$ cat src/rtl/alu_writeback_stage.sv
// ALU result writeback buffer: FIFO between ALU and register file, drops illegal dst writes.
// Optional out_zero flag is built only when EBPF_WB_ZERO_FLAG_EN is defined.
module alu_writeback_stage #(
  parameter int DEPTH = 2
) (
  input  logic        clk,
  input  logic        rst,
  input  logic        in_valid,
  output logic        in_ready,
  input  logic [63:0] in_result,
  input  logic [3:0]  in_dst,
  input  logic        in_alu32,
  output logic        out_valid,
  input  logic        out_ready,
  output logic [63:0] out_data,
  output logic [3:0]  out_dst,
  output logic        err_illegal_dst
`ifdef EBPF_WB_ZERO_FLAG_EN
  ,
  output logic        out_zero
`endif
);

  localparam int AW = (DEPTH > 1) ? $clog2(DEPTH) : 1;
  localparam int CW = AW + 1;
  localparam logic [CW-1:0] FULL_CNT = CW'(DEPTH);

  typedef struct packed {
    logic [63:0] data;
    logic [3:0]  dst;
  } entry_t;

  entry_t          mem_q [DEPTH];
  entry_t          mem_d [DEPTH];
  logic [AW-1:0]   wr_ptr_q, wr_ptr_d;
  logic [AW-1:0]   rd_ptr_q, rd_ptr_d;
  logic [CW-1:0]   count_q, count_d;
  logic            err_q, err_d;

  logic            push_s;
  logic            pop_s;
  logic            store_s;
  logic            legal_s;
  entry_t          wr_entry_s;
  entry_t          head_s;

  assign in_ready        = (count_q < FULL_CNT);
  assign out_valid       = (count_q != {CW{1'b0}});
  assign err_illegal_dst = err_q;
  assign head_s          = mem_q[rd_ptr_q];
  assign out_data        = out_valid ? head_s.data : 64'h0;
  assign out_dst         = out_valid ? head_s.dst  : 4'h0;

`ifdef EBPF_WB_ZERO_FLAG_EN
  assign out_zero = (out_data == 64'h0);
`endif

  // Transfer qualification; a reset cycle takes no transfer in either direction.
  always_comb begin
    legal_s         = (in_dst < 4'd10);
    push_s          = in_valid & in_ready & ~rst;
    pop_s           = out_valid & out_ready & ~rst;
    store_s         = push_s & legal_s;
    wr_entry_s.data = in_alu32 ? {32'h0, in_result[31:0]} : in_result;
    wr_entry_s.dst  = in_dst;
  end

  // Next-state for pointers, occupancy, error pulse and storage.
  always_comb begin
    mem_d    = mem_q;
    wr_ptr_d = wr_ptr_q;
    rd_ptr_d = rd_ptr_q;
    count_d  = count_q;
    err_d    = push_s & ~legal_s;

    if (store_s) begin
      mem_d[wr_ptr_q] = wr_entry_s;
      wr_ptr_d        = wr_ptr_q + AW'(1);
    end else begin
      wr_ptr_d = wr_ptr_q;
    end

    if (pop_s) begin
      rd_ptr_d = rd_ptr_q + AW'(1);
    end else begin
      rd_ptr_d = rd_ptr_q;
    end

    case ({store_s, pop_s})
      2'b10:   count_d = count_q + CW'(1);
      2'b01:   count_d = count_q - CW'(1);
      default: count_d = count_q;
    endcase
  end

  // Control state register.
  always_ff @(posedge clk) begin
    if (rst) begin
      wr_ptr_q <= {AW{1'b0}};
      rd_ptr_q <= {AW{1'b0}};
      count_q  <= {CW{1'b0}};
      err_q    <= 1'b0;
    end else begin
      wr_ptr_q <= wr_ptr_d;
      rd_ptr_q <= rd_ptr_d;
      count_q  <= count_d;
      err_q    <= err_d;
    end
  end

  // Entry storage keeps its contents across reset; writes are already gated by rst.
  always_ff @(posedge clk) begin
    mem_q <= mem_d;
  end

endmodule

$ cat config.mk
export PLATFORM = sky130hd
export DESIGN_NAME = alu_writeback_stage
export DESIGN_NICKNAME = d
export VERILOG_FILES = /design/src/rtl/alu_writeback_stage.sv
export SDC_FILE = /design/constraint.sdc
export NUM_CORES = 1
export LEC_CHECK = 0
export CAP_MARGIN = 20
export CORE_MARGIN = 3
export CORE_UTILIZATION = 44
export DETAILED_ROUTE_END_ITERATION = 7
export PLACE_DENSITY = 0.76
export SYNTH_ARGS = -nofsm -noshare
export SYNTH_HDL_FRONTEND = slang
export SYNTH_SLANG_ARGS = --single-unit
$ cat constraint.sdc
create_clock -name clk -period 4.9 [get_ports clk]
set_input_delay 0.98 -clock clk [delete_from_list [all_inputs] [get_ports clk]]
set_output_delay 0.98 -clock clk [all_outputs]
set_load 0.05 [all_outputs]
==> results.sh, run 1 <==
export IMPL_synth_area_sq_um=5557
export IMPL_period_minus_slack_ns=3.617
export IMPL_wl_per_cell_microns=15.72
export IMPL_core_area_sq_um=12160
export IMPL_wl_met2_mm=5.203
export IMPL_post_place_ws_ns=1.346
export IMPL_top_layer="met4"
export IMPL_clock_skew_ns=0.01006
export IMPL_clock_path_buffers=2
export IMPL_fin_crit_sh=0.7381
export IMPL_vias=3243
export IMPL_ant_nets=0
export IMPL_clock_root_buffer="clkbuf_16"
export IMPL_track_usage=0.1579
export IMPL_area_growth_pct=40.22
export IMPL_dr_pass1_iters=4
export IMPL_cts_resized=0
export IMPL_path_cells="nor2_4 > buf_4 > nor2_1 > clkdlybuf4s50_1"
export IMPL_grt_max_degree=55
export IMPL_cp_required_ns=3.92
export IMPL_rsz0062_at_grt="no"
export IMPL_worst_path_largest_cell_delay_ns=0.73
export IMPL_setup_ws_ns=1.283
export IMPL_fin_tns_setup_ns=0
export IMPL_dieHeight_microns=118.4
export IMPL_max_freq_mhz=276.5
export IMPL_fillers=872
export IMPL_maxSlewViolCount=0
export IMPL_grt_pass1_vias=3349
export IMPL_synth_distinct_cells=19
export IMPL_num_antenna_cells=0
export IMPL_place_hpwl_mm=7.195
export IMPL_worst_pin_slew_ns=0.8765
export IMPL_path_delay_family="buffers and inverters"
export IMPL_cts_tree="built"
export IMPL_port_buffers=143
export IMPL_final_cell_mix="143 x clkdlybuf4s50_1, 136 x edfxtp_1, 73 x nor2_1, 69 x mux2i_1, 32 x nor2b_1"
export IMPL_drv_cap=0
export IMPL_cts_buffers=17
export IMPL_cp_end_kind="output pin"
export IMPL_insertion_delay_ns=0.40
export IMPL_syn_inst=351
export IMPL_power_leakage_uw=0.002538
export IMPL_syn_area_per_cell_sq_um=15.83
export IMPL_cts_setup_buffers=0
export IMPL_grt_pass1_wl_mm=17.13
export IMPL_drive_gt1_frac=0.07573
export IMPL_nets=577
export IMPL_synth_nets=425
export IMPL_drt_iter0_drc=187
export IMPL_start_kind="register"
export IMPL_grt_overflow_total=0
export IMPL_drt_wl_total_mm=10.74
export IMPL_relSlewSlack=0.4143
export IMPL_hold_class="register to register"
export IMPL_finalHoldViolCount=0
export IMPL_irDropWorstVdd_v=0.0002084
export IMPL_drcViolationCount=0
export IMPL_synth_seq_area_share=0.7530
export IMPL_ys_ff_latch=141
export IMPL_power_uw=3236
export IMPL_outcome="finished clean"
export IMPL_holdBufCountCts=0
export IMPL_antenna_found_initial=0
export IMPL_dieArea_sq_um=14010
export IMPL_cts_max_level=4
export IMPL_cts_sinks=141
export IMPL_multi_input_area_sq_um=1279
export IMPL_wl_met1_mm=4.708
export IMPL_via_per_inst=4.748
export IMPL_yosysWarnings=0
export IMPL_p_per_area_nw_per_um2=415.4
export IMPL_final_setup_viol_count=0
export IMPL_place_congestion=0.8018
export IMPL_path_max_fanout=54
export IMPL_io_pins=144
export IMPL_crit_slowest_cell="clkdlybuf4s50_1"
export IMPL_seqCellArea_sq_um=4188
export IMPL_worst_path_buf_inv=2
export IMPL_wl_met3_microns=741
export IMPL_critPathArrivalTime_ns=2.64
export IMPL_start_util=0.4569
export IMPL_worstSetupPathType="register to output pin"
export IMPL_final_common_cell="clkdlybuf4s50_1"
export IMPL_num_rows=40
export IMPL_clk_pin_slew_ns=0.05
export IMPL_chipWidth_microns=118.4
export IMPL_whs_ns=0.5112
synthesized netlist by cell type:
cell type	number	area [sq um]
a21oi_1	1	5.000
buf_2	9	45.04
buf_4	3	22.52
buf_6	2	22.52
clkbuf_1	4	15.01
dfxtp_1	5	100.1
edfxtp_1	136	4084
ha_1	1	12.51
inv_1	3	11.26
mux2i_1	69	690.7
nand2_1	1	3.750
nand2b_1	1	6.260
nand3_1	1	5.000
nor2_1	76	285.3
nor2b_1	32	200.2
o21ai_0	3	15.01
or3_1	1	6.260
xnor2_1	1	8.760
xor2_1	2	17.52
worst paths after layout:
| kind | startpoint | end | slack (ns) | depth (start not counted) |
|---|---|---|---|---|
| setup reg to reg | count_q[1]$_SDFFE_PP0P_ | mem_q[79]$_DFFE_PP_ | 2.54 | 4 |
| hold reg to reg | wr_ptr_q$_SDFFE_PP0N_ | wr_ptr_q$_SDFFE_PP0N_ | 0.51 | 1 |
| setup / recovery | count_q[1]$_SDFFE_PP0P_ | out_data[50] | 1.28 | 4 |
| hold / removal | wr_ptr_q$_SDFFE_PP0N_ | wr_ptr_q$_SDFFE_PP0N_ | 0.51 | 1 |
layer usage:
metal	vias up	global-route usage
li1	1573	-
met1	1536	0.2053
met2	128	0.2533
met3	6	0.04545
met4	0	0.05938
met5	-	0
per-stage QoR:
step | instances | utilization | instance area [sq um]
2_1_floorplan | 351 | - | 5557
3_3_place_gp | 651 | 0.5897 | 7172
3_5_place_dp | 651 | 0.5897 | 7172
4_1_cts | 682 | 0.6394 | 7776
5_1_grt | 683 | 0.6406 | 7791
6_report | 683 | 0.6406 | 7791
worst register-to-register path, cell delays in order, from the launching register on:
cell and delay (ns):
dfxtp_1 0.37, nor2_1 0.18, nand3_1 0.27, nor2_4 0.76
buf_4 0.44
final cells by class:
cell class,count,area share
Clock buffer,19,0.05556
Multi-Input combinational cell,189,0.1641
Timing Repair Buffer,151,0.1924
Inverter,3,0.001445
Tap cell,168,0.02698
Clock inverter,12,0.02200
Sequential cell,141,0.5375
where the power goes:
group | switching (uW) | leakage (uW) | internal, uW
logic | 350 | 0.000967 | 208
registers | 21.5 | 0.00129 | 1370
clock network | 446 | 0.000280 | 844
state kept, by name (all words and copies together) (netlist names):
register / flops
count_q: 2
err_illegal_dst: 1
mem_q: 136
rd_ptr_q: 1
wr_ptr_q: 1
kinds of logic (layout without fill, tap and decap cells):
family	count (synthesis)	in the layout	synth area share
adder cells (fa/ha/maj)	1	1	0.002251
multiplexers	69	69	0.1243
flip-flops	141	141	0.7530
AO/OA/AOI/OAI	4	4	0.003601
AND/OR/NAND/NOR	112	112	0.09119
buffers and inverters	21	185	0.02094
XOR/XNOR	3	3	0.004730
(Power assumes the default switching activity.)
==> inputs of run 2 (changes only) <==
Settings changed: CORE_UTILIZATION 44 to 49, PLACE_DENSITY 0.76 to 0.8.
Clock period 4.9 ns to 3.6 ns, I/O delays scaled along.
==> results.sh, run 2 (synthesized netlist as in run 1, its figures left out) <==
export IMPL_max_freq_mhz=310.1
export IMPL_final_common_cell="clkdlybuf4s50_1"
export IMPL_grt_max_degree=60
export IMPL_drive_gt1_frac=0.08317
export IMPL_antenna_found_initial=0
export IMPL_rsz0062_at_grt="no"
export IMPL_period_minus_slack_ns=3.224
export IMPL_final_cell_mix="143 x clkdlybuf4s50_1, 136 x edfxtp_1, 73 x nor2_1, 69 x mux2i_1, 32 x nor2b_1"
export IMPL_drcViolationCount=0
export IMPL_power_internal_uw=3173
export IMPL_insertion_delay_ns=0.41
export IMPL_clock_path_buffers=2
export IMPL_place_hpwl_mm=7.517
export IMPL_num_antenna_cells=0
export IMPL_power_share_sequential=0.438
export IMPL_track_usage=0.1815
export IMPL_io_pins=144
export IMPL_worstSetupPathType="register to output pin"
export IMPL_cp_end_kind="output pin"
export IMPL_dp_cells=625
export IMPL_grt_overflow_total=0
export IMPL_clk_pin_slew_ns=0.06
export IMPL_start_kind="register"
export IMPL_maxSlewViolCount=0
export IMPL_swShare=0.2653
export IMPL_p_per_area_nw_per_um2=557.0
export IMPL_clock_skew_ns=0.005739
export IMPL_place_congestion=0.7905
export IMPL_start_util=0.5059
export IMPL_holdBufCountCts=0
export IMPL_fin_crit_sh=0.8956
export IMPL_post_layout_nonfiller_instances=657
export IMPL_hold_class="register to register"
export IMPL_cp_required_ns=2.88
export IMPL_port_buffers=143
export IMPL_clock_root_buffer="clkbuf_16"
export IMPL_cts_resized=0
export IMPL_relSlewSlack=0.6323
export IMPL_cts_setup_buffers=0
export IMPL_num_rows=38
export IMPL_grt_pass1_wl_mm=17.64
export IMPL_p_sw_uw=1146
export IMPL_whs_ns=0.5976
export IMPL_finalHoldViolCount=0
export IMPL_ant_nets=0
export IMPL_drv_cap=0
export IMPL_vias=3312
export IMPL_largest_reg_flops=136
export IMPL_cts_tree="built"
export IMPL_worst_pin_slew_ns=0.5498
export IMPL_irDropWorstVdd_v=0.0003229
export IMPL_cts_buffers=17
export IMPL_outcome="finished clean"
export IMPL_nets=578
export IMPL_drt_wl_total_mm=11.22
export IMPL_cts_sinks=141
export IMPL_drt_iter0_drc=179
export IMPL_power_leakage_uw=0.002539
export IMPL_cts_max_level=4
export IMPL_area_growth_pct=39.54
export IMPL_critPathArrivalTime_ns=2.50
export IMPL_chipWidth_microns=112.5
export IMPL_comb_power_share=0.179
export IMPL_dieHeight_microns=112.5
export IMPL_wl_per_cell_microns=17.08
export IMPL_path_max_fanout=26
export IMPL_via_per_inst=5.041
export IMPL_core_area_sq_um=10980
export IMPL_grt_pass1_vias=3558
export IMPL_dr_pass1_iters=4
export IMPL_p_clk_frac=0.383
export IMPL_reg_largest_list="mem_q (136), count_q (2)"
export IMPL_dieArea_sq_um=12650
export IMPL_max_flop_register="mem_q"
export IMPL_final_setup_viol_count=0
[run 2: cell types whose count changed in the layout (fill, tap and decap cells not counted), moves of 2 or more]
cell	previous run	this run
clkinv_4	1	4
bufinv_16	4	2
clkinv_1	2	0
buf_12	0	2
[run 2: critical path, cell delays in order (launching register included)]
cell and delay, ns:
dfxtp_4 0.64, buf_4 0.38, mux2i_1 0.12, nor2_1 0.12, clkdlybuf4s50_1 0.82
[run 2: final cells by class]
| cell class | instances | area, sq um |
|---|---|---|
| timing repair buffer | 152 | 1524 |
| inverter | 3 | 11.26 |
| multi-input combinational | 189 | 1279 |
| tap | 140 | 175.2 |
| fill | 737 | 3229 |
| sequential | 141 | 4188 |
| clock inverter | 13 | 143.9 |
| clock buffer | 19 | 432.9 |
[run 2: power groups by stage]
stage	Sequential, uW	Combinational (uW)	Clock [uW]
floorplan	1910	495	0
global placement	1920	766	0
detailed placement	1930	776	0
CTS	1890	781	1690
global route	1900	814	1760
finish	1890	773	1650
[run 2: path summary, 6_finish.rpt]
path / start / end / slack (ns) / depth (start not counted)
worst max-delay path: rd_ptr_q$_SDFFE_PP0P_ / out_data[10] / 0.38 / 4
worst min-delay path: count_q[1]$_SDFFE_PP0P_ / count_q[1]$_SDFFE_PP0P_ / 0.60 / 2
worst max register to register: count_q[1]$_SDFFE_PP0P_ / mem_q[132]$_DFFE_PP_ / 1.75 / 4
worst min register to register: count_q[1]$_SDFFE_PP0P_ / count_q[1]$_SDFFE_PP0P_ / 0.60 / 2
[run 2: metal layers]
| layer | vias to the layer above | track usage | share of wire |
|---|---|---|---|
| met2 | 132 | 0.2956 | 0.50 |
| met5 | - | 0 | 0 |
| met4 | 0 | 0.08013 | 0.027 |
| li1 | 1572 | - | - |
| met1 | 1586 | 0.2155 | 0.40 |
| met3 | 22 | 0.07008 | 0.072 |
[run 2: through the flow]
step	util	power (uW)	instance area, sq um	setup TNS, ns	worst slack (ns)
after floorplan	-	2407	5557	-117.30	-0.8625
after global placement	0.6535	2689	7177	0	0.8400
after detailed placement	0.6535	2702	7177	0	0.7675
after CTS	0.7060	4363	7754	0	0.3426
after global routing	0.7060	4473	7754	0	0.2628
final	0.7060	4319	7754	0	0.3757
==> inputs of run 3 (changes only) <==
Settings changed: CAP_MARGIN 20 to 10.
==> results of run 3 <==
Same layout as run 2: the final DEF is identical, and so are final timing and power.
